**src/rtl/liteic_pkg.sv**
```systemverilog
// liteic_pkg: shared widths, slot count and write-arbiter state encoding for the liteic crossbar
package liteic_pkg;
  localparam int IC_NUM_MASTER_SLOTS = 4;
  localparam int IC_AWADDR_WIDTH     = 32;
  localparam int IC_WDATA_WIDTH      = 36;
  localparam int IC_BRESP_WIDTH      = 2;
  localparam int IC_QOS_WIDTH        = 4;
  localparam int IC_STARVE_LIMIT     = 8;
  typedef enum logic [1:0] {ARB_IDLE, ARB_XFER, ARB_RESP} ic_wr_arb_state_t;
endpackage

```
**src/rtl/liteic_qos_rr_arbiter.sv**
```systemverilog
// liteic_qos_rr_arbiter: one-hot pick of the highest-QoS requester, ties broken round-robin after rr_ptr
module liteic_qos_rr_arbiter #(
  parameter int N  = 4,
  parameter int QW = 4
) (
  input  logic [N-1:0]         req_i,
  input  logic [QW-1:0]        eq_i [N],
  input  logic [$clog2(N)-1:0] rr_ptr_i,
  output logic [N-1:0]         gnt_o
);
  localparam int PW = $clog2(N);
  logic [QW-1:0] mx;
  logic [PW-1:0] idx;
  logic          found;
  // find the top QoS among requesters, then scan from rr_ptr+1 for the first requester holding it
  always_comb begin
    mx    = '0;
    idx   = '0;
    found = 1'b0;
    gnt_o = '0;
    for (int i = 0; i < N; i++)
      if (req_i[i] && eq_i[i] > mx) mx = eq_i[i];
    for (int k = 1; k <= N; k++) begin
      idx = PW'((int'(rr_ptr_i) + k) % N);
      if (!found && req_i[idx] && eq_i[idx] == mx) begin
        gnt_o[idx] = 1'b1;
        found      = 1'b1;
      end
    end
  end
endmodule

```
**src/rtl/liteic_slave_node_write_arb.sv**
```systemverilog
// liteic_slave_node_write_arb: per-slave-slot AW/W/B arbiter, QoS + round-robin with ageing, grant held to B
module liteic_slave_node_write_arb
  import liteic_pkg::*;
#(
  parameter int NUM_MASTERS  = IC_NUM_MASTER_SLOTS,
  parameter int AWADDR_WIDTH = IC_AWADDR_WIDTH,
  parameter int WDATA_WIDTH  = IC_WDATA_WIDTH,
  parameter int BRESP_WIDTH  = IC_BRESP_WIDTH,
  parameter int STARVE_LIMIT = IC_STARVE_LIMIT
) (
  input  logic                    clk_i,
  input  logic                    rstn_i,
  input  logic [NUM_MASTERS-1:0]  mst_aw_val_i,
  input  logic [AWADDR_WIDTH-1:0] mst_aw_addr_i [NUM_MASTERS],
  input  logic [3:0]              mst_aw_qos_i [NUM_MASTERS],
  output logic [NUM_MASTERS-1:0]  mst_aw_rdy_o,
  input  logic [NUM_MASTERS-1:0]  mst_w_val_i,
  input  logic [WDATA_WIDTH-1:0]  mst_w_data_i [NUM_MASTERS],
  output logic [NUM_MASTERS-1:0]  mst_w_rdy_o,
  output logic [NUM_MASTERS-1:0]  mst_b_val_o,
  output logic [BRESP_WIDTH-1:0]  mst_b_resp_o,
  input  logic [NUM_MASTERS-1:0]  mst_b_rdy_i,
  output logic                    slv_aw_val_o,
  output logic [AWADDR_WIDTH-1:0] slv_aw_addr_o,
  output logic [3:0]              slv_aw_qos_o,
  input  logic                    slv_aw_rdy_i,
  output logic                    slv_w_val_o,
  output logic [WDATA_WIDTH-1:0]  slv_w_data_o,
  input  logic                    slv_w_rdy_i,
  input  logic                    slv_b_val_i,
  input  logic [BRESP_WIDTH-1:0]  slv_b_resp_i,
  output logic                    slv_b_rdy_o,
  output logic [NUM_MASTERS-1:0]  grant_o,
  output logic                    busy_o
);
  localparam int PW = $clog2(NUM_MASTERS);
  localparam logic [IC_QOS_WIDTH-1:0] SL = IC_QOS_WIDTH'(STARVE_LIMIT);
  ic_wr_arb_state_t        state_q;
  logic [NUM_MASTERS-1:0]  grant_q, win;
  logic [PW-1:0]           rr_ptr_q, gidx;
  logic                    aw_done_q, w_done_q, xfer, resp, aw_hs, w_hs, b_hs;
  logic [IC_QOS_WIDTH-1:0] age_q [NUM_MASTERS];
  logic [IC_QOS_WIDTH-1:0] eq [NUM_MASTERS];
  assign xfer         = state_q == ARB_XFER;
  assign resp         = state_q == ARB_RESP;
  assign slv_aw_val_o = xfer & |(mst_aw_val_i & grant_q) & ~aw_done_q;
  assign slv_w_val_o  = xfer & |(mst_w_val_i & grant_q) & ~w_done_q;
  assign mst_aw_rdy_o = (xfer & slv_aw_rdy_i & ~aw_done_q) ? grant_q : '0;
  assign mst_w_rdy_o  = (xfer & slv_w_rdy_i & ~w_done_q) ? grant_q : '0;
  assign aw_hs        = slv_aw_val_o & slv_aw_rdy_i;
  assign w_hs         = slv_w_val_o & slv_w_rdy_i;
  assign slv_b_rdy_o  = resp & |(mst_b_rdy_i & grant_q);
  assign mst_b_val_o  = (resp & slv_b_val_i) ? grant_q : '0;
  assign mst_b_resp_o = resp ? slv_b_resp_i : '0;
  assign b_hs         = slv_b_val_i & slv_b_rdy_o;
  assign grant_o      = grant_q;
  assign busy_o       = state_q != ARB_IDLE;
  // starved masters compete at top QoS; the granted master's payload is steered to the slave
  always_comb begin
    gidx          = '0;
    slv_aw_addr_o = '0;
    slv_aw_qos_o  = '0;
    slv_w_data_o  = '0;
    for (int i = 0; i < NUM_MASTERS; i++) begin
      eq[i] = (age_q[i] == SL) ? 4'hF : mst_aw_qos_i[i];
      if (grant_q[i]) begin
        gidx          = PW'(i);
        slv_aw_addr_o = mst_aw_addr_i[i];
        slv_aw_qos_o  = mst_aw_qos_i[i];
        slv_w_data_o  = mst_w_data_i[i];
      end
    end
  end
  liteic_qos_rr_arbiter #(.N(NUM_MASTERS), .QW(IC_QOS_WIDTH)) u_arb (
    .req_i    (mst_aw_val_i),
    .eq_i     (eq),
    .rr_ptr_i (rr_ptr_q),
    .gnt_o    (win)
  );
  // arbitration FSM: grant in IDLE, collect AW/W in XFER, release on the B handshake in RESP
  always_ff @(posedge clk_i or negedge rstn_i) begin
    if (!rstn_i) begin
      state_q   <= ARB_IDLE;
      grant_q   <= '0;
      rr_ptr_q  <= PW'(NUM_MASTERS - 1);
      aw_done_q <= 1'b0;
      w_done_q  <= 1'b0;
      for (int i = 0; i < NUM_MASTERS; i++) age_q[i] <= '0;
    end else begin
      case (state_q)
        ARB_IDLE: begin
          for (int i = 0; i < NUM_MASTERS; i++)
            if (!mst_aw_val_i[i] || win[i]) age_q[i] <= '0;
            else if (age_q[i] != SL) age_q[i] <= age_q[i] + 1'b1;
          if (|mst_aw_val_i) begin
            grant_q <= win;
            state_q <= ARB_XFER;
          end
        end
        ARB_XFER: begin
          aw_done_q <= aw_done_q | aw_hs;
          w_done_q  <= w_done_q | w_hs;
          if ((aw_done_q | aw_hs) & (w_done_q | w_hs)) state_q <= ARB_RESP;
        end
        ARB_RESP: if (b_hs) begin
          state_q   <= ARB_IDLE;
          rr_ptr_q  <= gidx;
          grant_q   <= '0;
          aw_done_q <= 1'b0;
          w_done_q  <= 1'b0;
        end
        default: state_q <= ARB_IDLE;
      endcase
    end
  end
  a_aw_hold: assert property (@(posedge clk_i) disable iff (!rstn_i) slv_aw_val_o && !slv_aw_rdy_i |=> slv_aw_val_o);
  a_w_hold: assert property (@(posedge clk_i) disable iff (!rstn_i) slv_w_val_o && !slv_w_rdy_i |=> slv_w_val_o);
endmodule

```
**config.mk**
```make
export PLATFORM = sky130hd
export DESIGN_NAME = liteic_slave_node_write_arb
export DESIGN_NICKNAME = d
export VERILOG_FILES = /design/src/rtl/liteic_pkg.sv /design/src/rtl/liteic_qos_rr_arbiter.sv /design/src/rtl/liteic_slave_node_write_arb.sv
export SDC_FILE = /design/constraint.sdc
export NUM_CORES = 1
export LEC_CHECK = 0
export CAP_MARGIN = 15
export CORE_AREA = 2 2 157 159
export CTS_CLUSTER_SIZE = 25
export DETAILED_ROUTE_END_ITERATION = 10
export DIE_AREA = 0 0 159 161
export DONT_BUFFER_PORTS = 1
export GPL_TIMING_DRIVEN = 0
export HOLD_SLACK_MARGIN = 0.06
export PLACE_DENSITY = 0.36
export SYNTH_ARGS = -nofsm -noshare
export SYNTH_HDL_FRONTEND = slang
export SYNTH_SLANG_ARGS = --single-unit
```
**constraint.sdc**
```tcl
create_clock -name clk_i -period 5.8 [get_ports clk_i]
set_input_delay 0.58 -clock clk_i [delete_from_list [all_inputs] [get_ports clk_i]]
set_output_delay 0.58 -clock clk_i [all_outputs]
set_load 0.05 [all_outputs]
```
### After elaboration in Yosys (flattened, before gate mapping)

Cells that the tools add are included.

| word-level totals | value |
|---|---|
| bits in registers | 26 |
| input bits | 307 |
| logic and storage cells | 204 |
| output and inout port bits | 94 |

| operators by class | value |
|---|---|
| bitwise operators | 28 |
| equality and inequality tests | 17 |
| add/subtract/negate cells | 8 |
| multiplexer cells | 80 |
| magnitude comparators | 16 |
| reduce and logical (&&, ||, !) cells | 46 |

Operator list:

| cell | number |
|---|---|
| 2-to-1 mux 4 bit | 37 |
| 2-to-1 mux 36 bit | 4 |
| 2-to-1 mux 32 bit | 4 |
| binary-select mux 4 bit (select 2 bit) | 4 |
| adder 4 x 1 -> 4 bit, second input constant | 4 |
| == test 4 bit | 4 |
| == test 4 bit, second input constant | 4 |
| != test 4 bit, second input constant | 4 |
| OR reduction 4 bit | 4 |
| logical AND 1 bit | 15 |
| bitwise AND 1 bit | 14 |
| nonzero test 2 bit | 7 |
| 2-to-1 mux 1 bit | 13 |
| bitwise AND 4 bit | 3 |
| greater-or-equal comparator 3 bit, second input constant | 4 |
| greater-than comparator 4 bit | 3 |
| < comparator 2 x 3 -> 1 bit, second input constant | 4 |
| 2-to-1 mux 2 bit | 6 |
| NOT 2 -> 3 bit | 4 |
| bitwise OR 4 bit | 3 |
| AND reduction 2 bit | 6 |
| binary-select mux 1 bit (select 2 bit) | 4 |
| demux 1 bit (select 2 bit) | 4 |
| greater-or-equal comparator 2 x 1 -> 1 bit, second input constant | 4 |
| 16 further kinds | 32 |

### Longest topological paths before layout

Gate-level depths: netlist of the first run.

| depth | value |
|---|---|
| depth after elaboration | 32 |
| depth in mapped cells | 31 |
| depth with buffers taken out | 29 |

### Modules after synthesis

A second synthesis of the first run with hierarchy kept.

| unflattened totals | value |
|---|---|
| cells, all modules | 598 |
| area, all modules | 4888.4 um^2 |

By module, submodules not included:

| module | times used | area each (um^2) | seq. area each (um^2) | cells an instance |
|---|---|---|---|---|
| liteic_slave_node_write_arb | 1 | 3400.8 | 653.1 | 445 |
| liteic_qos_rr_arbiter | 1 | 1487.7 | 0.0 | 153 |

### Least setup slack after synthesis of the first run

OpenSTA, ideal clock, no wires.

| path | value |
|---|---|
| path kind | register to register |
| start point | register age_q[8] in the netlist's numbering |
| end point | register age_q[8] in the netlist's numbering |
| setup time | 121 ps |
| buffers on the path | 1 |
| period minus slack after synthesis | 6005 ps |
| cell stages (with the launch flop) | 30 |
| required time | 5679 ps |
| arrival time | 5884 ps |
| setup slack | -205 ps |
| cells stage by stage | dfrtp_1 inv_1 ha_1 and3b_1 buf_6 nor2_1 inv_1 ha_1 nor2b_2 o211ai_2 a21o_2 a21o_1 ha_1 nor2b_1 o211ai_1 a21oi_1 a211oi_2 nor2_1 ha_1 nor2b_1 o211ai_1 a21o_1 o21ai_0 o21ai_0 mux2i_1 nand4_1 o311a_1 o221a_4 a21o_1 a22o_1 |

| on the way | value |
|---|---|
| cells in the longest elaborated chain, start to end | 29 |
| elaborated cells between the ends (all ways) | 54 |
| those cells by class | add/sub: 1; order compare: 3; eq/ne: 6; mux: 25; bitwise: 3; reduce/logical: 16 |

RTL lines:

| item | line | text |
|---|---|---|
| start: declaration | liteic_slave_node_write_arb.sv:42 | `logic [IC_QOS_WIDTH-1:0] age_q [NUM_MASTERS];` |
| start signal: indexed assignment | liteic_slave_node_write_arb.sv:93 | `if (!mst_aw_val_i[i] \|\| win[i]) age_q[i] <= '0;` |
| == test 4 bit | liteic_slave_node_write_arb.sv:65 | `eq[i] = (age_q[i] == SL) ? 4'hF : mst_aw_qos_i[i];` |
| 2-to-1 mux 4 bit | liteic_slave_node_write_arb.sv:65 |  |
| greater-than comparator 4 bit | liteic_qos_rr_arbiter.sv:22 | `if (req_i[i] && eq_i[i] > mx) mx = eq_i[i];` |
| logical AND 1 bit | liteic_qos_rr_arbiter.sv:22 |  |
| 2-to-1 mux 4 bit | liteic_qos_rr_arbiter.sv:22 |  |
| greater-than comparator 4 bit | liteic_qos_rr_arbiter.sv:22 |  |
| logical AND 1 bit | liteic_qos_rr_arbiter.sv:22 |  |
| 2-to-1 mux 4 bit | liteic_qos_rr_arbiter.sv:22 |  |
| [11 not listed] | -- |  |
| logical AND 1 bit (2 in a row) | liteic_qos_rr_arbiter.sv:25 | `if (!found && req_i[idx] && eq_i[idx] == mx) begin` |
| 2-to-1 mux 1 bit | liteic_qos_rr_arbiter.sv:25 |  |
| logical NOT 1 bit | liteic_qos_rr_arbiter.sv:25 |  |
| logical AND 1 bit (2 in a row) | liteic_qos_rr_arbiter.sv:25 |  |
| 2-to-1 mux 4 bit | liteic_qos_rr_arbiter.sv:25 |  |
| logical OR 1 bit | liteic_slave_node_write_arb.sv:93 |  |
| nonzero test 2 bit (no line) | -- |  |
| AND reduction 2 bit (no line) | -- |  |

Parallel ways exist; a longest one is shown, timed or not. The select of a mux whose other input is x is not followed.
A chain may end at the register's enable or synchronous reset.

### Final worst setup path of the first run

| path | value |
|---|---|
| start point | register age_q[12] in the netlist's numbering |
| end point | register age_q[8] in the netlist's numbering |

| on the way | value |
|---|---|
| cells in the longest elaborated chain, start to end | 32 |
| elaborated cells between the ends (all ways) | 54 |
| those cells by class | order compare: 4; eq/ne: 5; mux: 25; bitwise: 3; reduce/logical: 17 |

RTL lines:

| item | line |
|---|---|
| == test 4 bit (*) | liteic_slave_node_write_arb.sv:65 |
| 2-to-1 mux 4 bit (*) | liteic_slave_node_write_arb.sv:65 |
| greater-than comparator 4 x 1 -> 1 bit | liteic_qos_rr_arbiter.sv:22 |
| logical AND 1 bit | liteic_qos_rr_arbiter.sv:22 |
| 2-to-1 mux 4 bit | liteic_qos_rr_arbiter.sv:22 |
| greater-than comparator 4 bit | liteic_qos_rr_arbiter.sv:22 |
| logical AND 1 bit | liteic_qos_rr_arbiter.sv:22 |
| 2-to-1 mux 4 bit | liteic_qos_rr_arbiter.sv:22 |
| [14 not listed] | -- |
| logical AND 1 bit (2 in a row) | liteic_qos_rr_arbiter.sv:25 |
| 2-to-1 mux 1 bit | liteic_qos_rr_arbiter.sv:25 |
| logical NOT 1 bit | liteic_qos_rr_arbiter.sv:25 |
| logical AND 1 bit (2 in a row) | liteic_qos_rr_arbiter.sv:25 |
| 2-to-1 mux 4 bit (*) | liteic_qos_rr_arbiter.sv:25 |
| logical OR 1 bit (*) | liteic_slave_node_write_arb.sv:93 |
| nonzero test 2 bit (no line) | -- |
| AND reduction 2 bit (no line) | -- |

Every way passes the cells marked *; elsewhere a longest branch is shown, timed or not. The select of a mux whose other input is x is not followed.

==> results.toml, run 1 <==
[run_status]
status = "complete, but fails checks"
violations = "setup timing"

[grt]
grt_max_degree = 25
grt_pass1_vias = 6267
grt_pass1_wl_um = 48300
track_usage = 0.261
antenna_found_initial = 6
overflow = 0

[logic_synthesis]
synth_area_leaders = "a22oi_1 (22%), dfrtp_1 (12%), o21ai_0 (9.8%), mux4_2 (7.6%), ha_1 (6.7%)"
ys_types = 70
syn_area_um2 = 5050
netlist.area_leader.share = 0.216
synth_fp_nets = 991
syn_inst = 657
syn_avg_cell_area_um2 = 7.68
synthFlopType = "dfrtp_1"
synth-seq-cells = 26
ys_seq_area_frac = 0.129
yosysTopAreaCell = "a22oi_1"
async_reset_ff_frac = 1.00
yosys_warnings = 0
synth-edff-count = 0

[clock_network]
cts_htree_levels = 1
clk_path_buf_depth = 2
tritoncts = "yes"
cts_buffers = 3
clkTransAtPathRegs_ns = 0.08
clock_latency_ns = 0.27
clockRootBuffer = "clkbuf_16"
clock-sinks = 26

[power]
p_per_area_nw_per_um2 = 635
ir_worst_vdd_v = 0.000181
total_power_w = 0.00431
power_leakage_nw = 2.44

[detailed_routing]
wl_per_cell_um = 33.6
dr_total_vias = 6547
drt-total-wl_um = 35900
vias_per_cell = 6.12
first_iter_violations = 624
drc = 0
dr.pass1.iters = 5
antenna_left = 0

[timing]
fin_crit_sh = 1.05
maxSlewViolCount = 0
max_slew_margin = 0.138
setup_viol = 18
rsz0062_at_grt = "yes"
tightest_slew_ns = 1.28
hold_viol = 0
fmax_mhz = 165
period_minus_slack_ns = 6.07
finalWorstSetupSlack_ns = -0.270
finClkSkew_ns = 0.00639

[worst_setup_path]
crit_path_max_incr_delay_ns = 0.40
cp.required_ns = 5.96
path_buf_inv = 6
cp_max_fo = 7
critPathKind = "flip-flop to flip-flop"
ff2ff_path_depth = 30
critPathCaptureType = "flip-flop"
cp-start-kind = "flip-flop"
cp.depth = 30
slowest_stage = "dfrtp_1"
cp.arrival_ns = 6.23
critical-path-top-delay-family = "compound AO/OA/AOI/OAI gates"

[floorplanning]
core_um2 = 24000
fp.dieW_um = 159
die_h_um = 161
start_util = 0.211
rows = 57
fp.dieArea_um2 = 25600
io_pins = 401

[worst_hold_path]
hold_class = "primary input to asynchronous set/reset pin"

[final_layout]
final_util = 0.283
nNetsFinal = 1076
drive_above_1_share = 0.262
syn_to_final_growth_pct = 34.5
fin_area_um2 = 6790
final_common_cell = "a22oi_1"
final_cell_mix = "a22oi_1 (145), o21ai_1 (77), clkbuf_1 (48)"

[place]
post-dp-hpwl_um = 30000
dp_slack_ns = -1.03
io_buffers = 0
placed_area_um2 = 5940
gp_congestion = 1.03

[job]
cap_violations = 0
[flip-flops by register name, summed over array words and instances, names as in the netlist]
signal,count
w_done_q,1
age_q,16
state_q,2
grant_o,4
aw_done_q,1
rr_ptr_q,2
[cell families (layout without fill, tap and decap cells)]
kind of cell             count (synthesis)  count (layout)  synth area share
other                                    0               4                 0
flip-flops                              26              26             0.129
AO/OA/AOI/OAI                          336             336             0.461
buffers and inverters                   90             174            0.0729
XOR/XNOR                                15              15            0.0260
multiplexers                            22              22            0.0865
AND/OR/NAND/NOR                        141             141             0.158
adder cells (fa/ha/maj)                 27              27            0.0669
[repair_timing]
item | in CTS | in global routing
pin swaps | 34 | 8
hold buffers | 1 | 0
resized for setup | 50 | 24
setup endpoints to repair | 20 | 20
setup buffers | 41 | 3
endpoints found under the hold margin | 24 | 0
cloned | 1 | 0
[stage by stage]
| stage | std cells | setup TNS (ns) | hold WS, ns |
|---|---|---|---|
| after global placement | 981 | -15.09 | 0.285 |
| final | 1069 | -2.85 | 0.114 |
| after global routing | 1067 | -9.10 | 0.117 |
| after floorplan | 657 | -0.0718 | 0.284 |
| after detailed placement | 1013 | -17.25 | 0.285 |
| after CTS | 1060 | -1.58 | 0.119 |
[cells in the mapped netlist, drive strengths merged (4+ instances only)]
cell type	instances
a22oi	145
nand3	6
nor2	36
buf	9
o21ai	103
nand2b	7
and3	15
nor2b	8
and2	6
a21oi	23
nand2	25
clkbuf	48
mux4	17
ha	27
a31oi	4
o211ai	6
a22o	11
a21o	12
xnor2	5
and3b	4
nand4	9
o21a	4
inv	31
nor3	11
xor2	10
a211oi	4
dfrtp	24
[area by class of cell]
class                           instances  area, um^2
Timing Repair Buffer                   80         753
Tap cell                              324         405
Antenna cell                            4        10.0
Multi-Input combinational cell        541        4480
Clock buffer                            3        75.1
Inverter                               33         124
Buffer                                 57         259
Clock inverter                          1        30.0
Fill cell                            2639       17200
Sequential cell                        26         653
[path summary, 6_finish.rpt]
kind	startpoint	slack [ns]	end
setup / recovery	age_q[12]	-0.27	age_q[8]
hold / removal	rstn_i	0.11	grant_o[1]
setup reg to reg	age_q[12]	-0.27	age_q[8]
hold reg to reg	w_done_q	0.51	w_done_q
max in group asynchronous	rstn_i	5.53	age_q[14]
min in group clk_i	slv_aw_rdy_i	0.47	aw_done_q
[power breakdown]
group	leakage [nW]	total (W)	switching (W)	internal (W)
sequential	0.334	0.000353	0.000101	0.000252
clock	0.0511	0.000212	0.0000743	0.000138
combinational	2.06	0.00375	0.00248	0.00127
[layer usage]
metal  track usage  vias up  wire length, um
li1              -     2769                -
met1         0.346     3302            15000
met2         0.393      424            15700
met3         0.127       46             4740
met4        0.0388        6              505
met5             0        -               33
Power figures use the tool's default switching activity.
==> run 2, diff against run 1 <==
--- a/config.mk
+++ b/config.mk
@@ -6,14 +6,14 @@
 export NUM_CORES = 1
 export LEC_CHECK = 0
 export CAP_MARGIN = 15
-export CORE_AREA = 2 2 157 159
+export CORE_AREA = 2 2 155 157
 export CTS_CLUSTER_SIZE = 25
 export DETAILED_ROUTE_END_ITERATION = 10
-export DIE_AREA = 0 0 159 161
+export DIE_AREA = 0 0 157 159
 export DONT_BUFFER_PORTS = 1
 export GPL_TIMING_DRIVEN = 0
 export HOLD_SLACK_MARGIN = 0.06
-export PLACE_DENSITY = 0.36
+export PLACE_DENSITY = 0.37
 export SYNTH_ARGS = -nofsm -noshare
 export SYNTH_HDL_FRONTEND = slang
 export SYNTH_SLANG_ARGS = --single-unit
==> run 2 against run 1 <==
Compared with the run above: the run still ends with setup timing left; first-iteration DRC count up 10%; wire length up 3.1%; register-to-register slack worse by 0.09 ns.
==> results.toml, run 2 (same netlist as run 1, synthesis figures left out) <==
[run_status]
status = "complete, but fails checks"
violations = "setup timing"

[clock_network]
tritoncts = "yes"
clock-sinks = 26
cts_buffers = 3
clk_path_buf_depth = 2
clock_latency_ns = 0.27
clkTransAtPathRegs_ns = 0.07
clockRootBuffer = "clkbuf_16"
cts_htree_levels = 1

[detailed_routing]
drt-total-wl_um = 37000
antenna_left = 0
drc = 0
wl_per_cell_um = 34.5
dr_total_vias = 6608
first_iter_violations = 688
dr.pass1.iters = 5
vias_per_cell = 6.16

[worst_setup_path]
cp.required_ns = 5.96
critPathKind = "flip-flop to flip-flop"
cp.arrival_ns = 6.32
r2r-start = "age_q[12]"
path_common_cell = "ha_4"
r2r_slack_ns = -0.36
cp-start-kind = "flip-flop"
ff2ff_path_depth = 29
timing.rr.end = "age_q[9]"
cp_max_fo = 6
crit_path_max_incr_delay_ns = 0.36
critPathCaptureType = "flip-flop"
slowest_stage = "dfrtp_1"

[worst_hold_path]
hold_class = "primary input to asynchronous set/reset pin"

[place]
gp_congestion = 0.986
io_buffers = 0
placed_area_um2 = 5990
post-dp-hpwl_um = 31100

[timing]
hold_viol = 0
period_minus_slack_ns = 6.16
setup_viol = 20
finClkSkew_ns = 0.00613
rsz0062_at_grt = "yes"
fmax_mhz = 162
maxSlewViolCount = 0
max_slew_margin = 0.120
holdWs_ns = 0.120
fin_crit_sh = 1.06
finalWorstSetupSlack_ns = -0.361
tightest_slew_ns = 1.31

[final_layout]
final_common_cell = "a22oi_1"
regMostFlops = "age_q"
final_cell_mix = "a22oi_1 (145), o21ai_1 (77), clkbuf_1 (48)"
syn_to_final_growth_pct = 38.1
nNetsFinal = 1085
largest_reg_flops = 16
fin_area_um2 = 6970
fillers = 2520
regArea_um2 = 653
multi_input_area_um2 = 4570
drive_above_1_share = 0.297

[floorplanning]
fp.dieW_um = 157
rows = 56
io_pins = 401
fp.dieArea_um2 = 25000
die_h_um = 159
start_util = 0.218
core_um2 = 23200

[job]
cap_violations = 0

[power]
ir_worst_vdd_v = 0.000183
power_leakage_nw = 2.51
p_per_area_nw_per_um2 = 633

[grt]
grt_pass1_wl_um = 50000
overflow = 0
track_usage = 0.280
antenna_found_initial = 6
grt_pass1_vias = 6508
grt_max_degree = 25
==> run 2: cell types whose count changed in the layout (fill, tap and decap cells not counted), moves of 4 or more <==
cell,delta
a21oi_1,-5
a21oi_2,+5
buf_4,+5
buf_6,+4
nand2_1,-4
nand2_2,+4
==> run 2: cell type report <==
type	instances	area share
Multi-Input combinational cell	541	0.656
Timing Repair Buffer	89	0.121
Sequential cell	26	0.0937
Tap cell	319	0.0573
Buffer	57	0.0372
Inverter	33	0.0178
Clock buffer	3	0.0108
Clock inverter	1	0.00431
Antenna cell	4	0.00144
==> run 2: layer usage <==
metal  up-vias  routed length [um]  GRT usage
met4         8                 596     0.0354
met5         -                  44          0
met2       463               16100      0.424
li1       2777                   -          -
met1      3306               14800      0.369
met3        54                5530      0.136
==> run 2: worst max-delay path, delay by kind of cell, from the launching register on <==
family	cells	cell delay [ns]
AOI/OAI and AO/OA	15	3.10
adders and majority gates	4	0.97
and+or+nand+nor	5	0.90
buffers and inverters	4	0.54
DFF	1	0.36
xor gates and xnor gates	1	0.17
==> run 2: through the flow <==
step | power [W] | util | setup WS, ns | setup TNS [ns] | std cells
3_3_place_gp | 0.00335 | 0.240 | -1.00 | -17.76 | 976
4_1_cts | 0.00423 | 0.290 | -0.180 | -1.47 | 1057
3_5_place_dp | 0.00363 | 0.258 | -1.10 | -19.54 | 1012
2_1_floorplan | 0.00259 | - | -0.0378 | -0.0718 | 657
6_report | 0.00441 | 0.300 | -0.361 | -4.09 | 1073
5_1_grt | 0.00462 | 0.300 | -0.508 | -7.58 | 1069
==> run 2: where the power goes <==
part / switching [W] / leakage, nW / internal (W)
combinational: 0.00256 / 2.12 / 0.00130
clock: 0.0000696 / 0.0511 / 0.000138
sequential: 0.000103 / 0.334 / 0.000252
==> run 2: repair_timing <==
item,in CTS,in global routing
hold buffers,1,0
setup buffers,41,12
pin swaps,35,18
hold endpoints to repair,24,0
resized for setup,66,33
setup endpoints to repair,20,20
==> run 2: how the worst max path moves through the flow <==
stage	from	endpoint	slack [ns]	cells after the start
finish	age_q[12]	age_q[9]	-0.36	29
global route	age_q[13]	age_q[9]	-0.51	29
CTS	age_q[12]	age_q[9]	-0.18	31
detailed placement	age_q[8]	age_q[0]	-1.10	29
global placement	mst_aw_val_i[0]	age_q[0]	-1.00	25
floorplan	age_q[8]	age_q[8]	-0.04	29
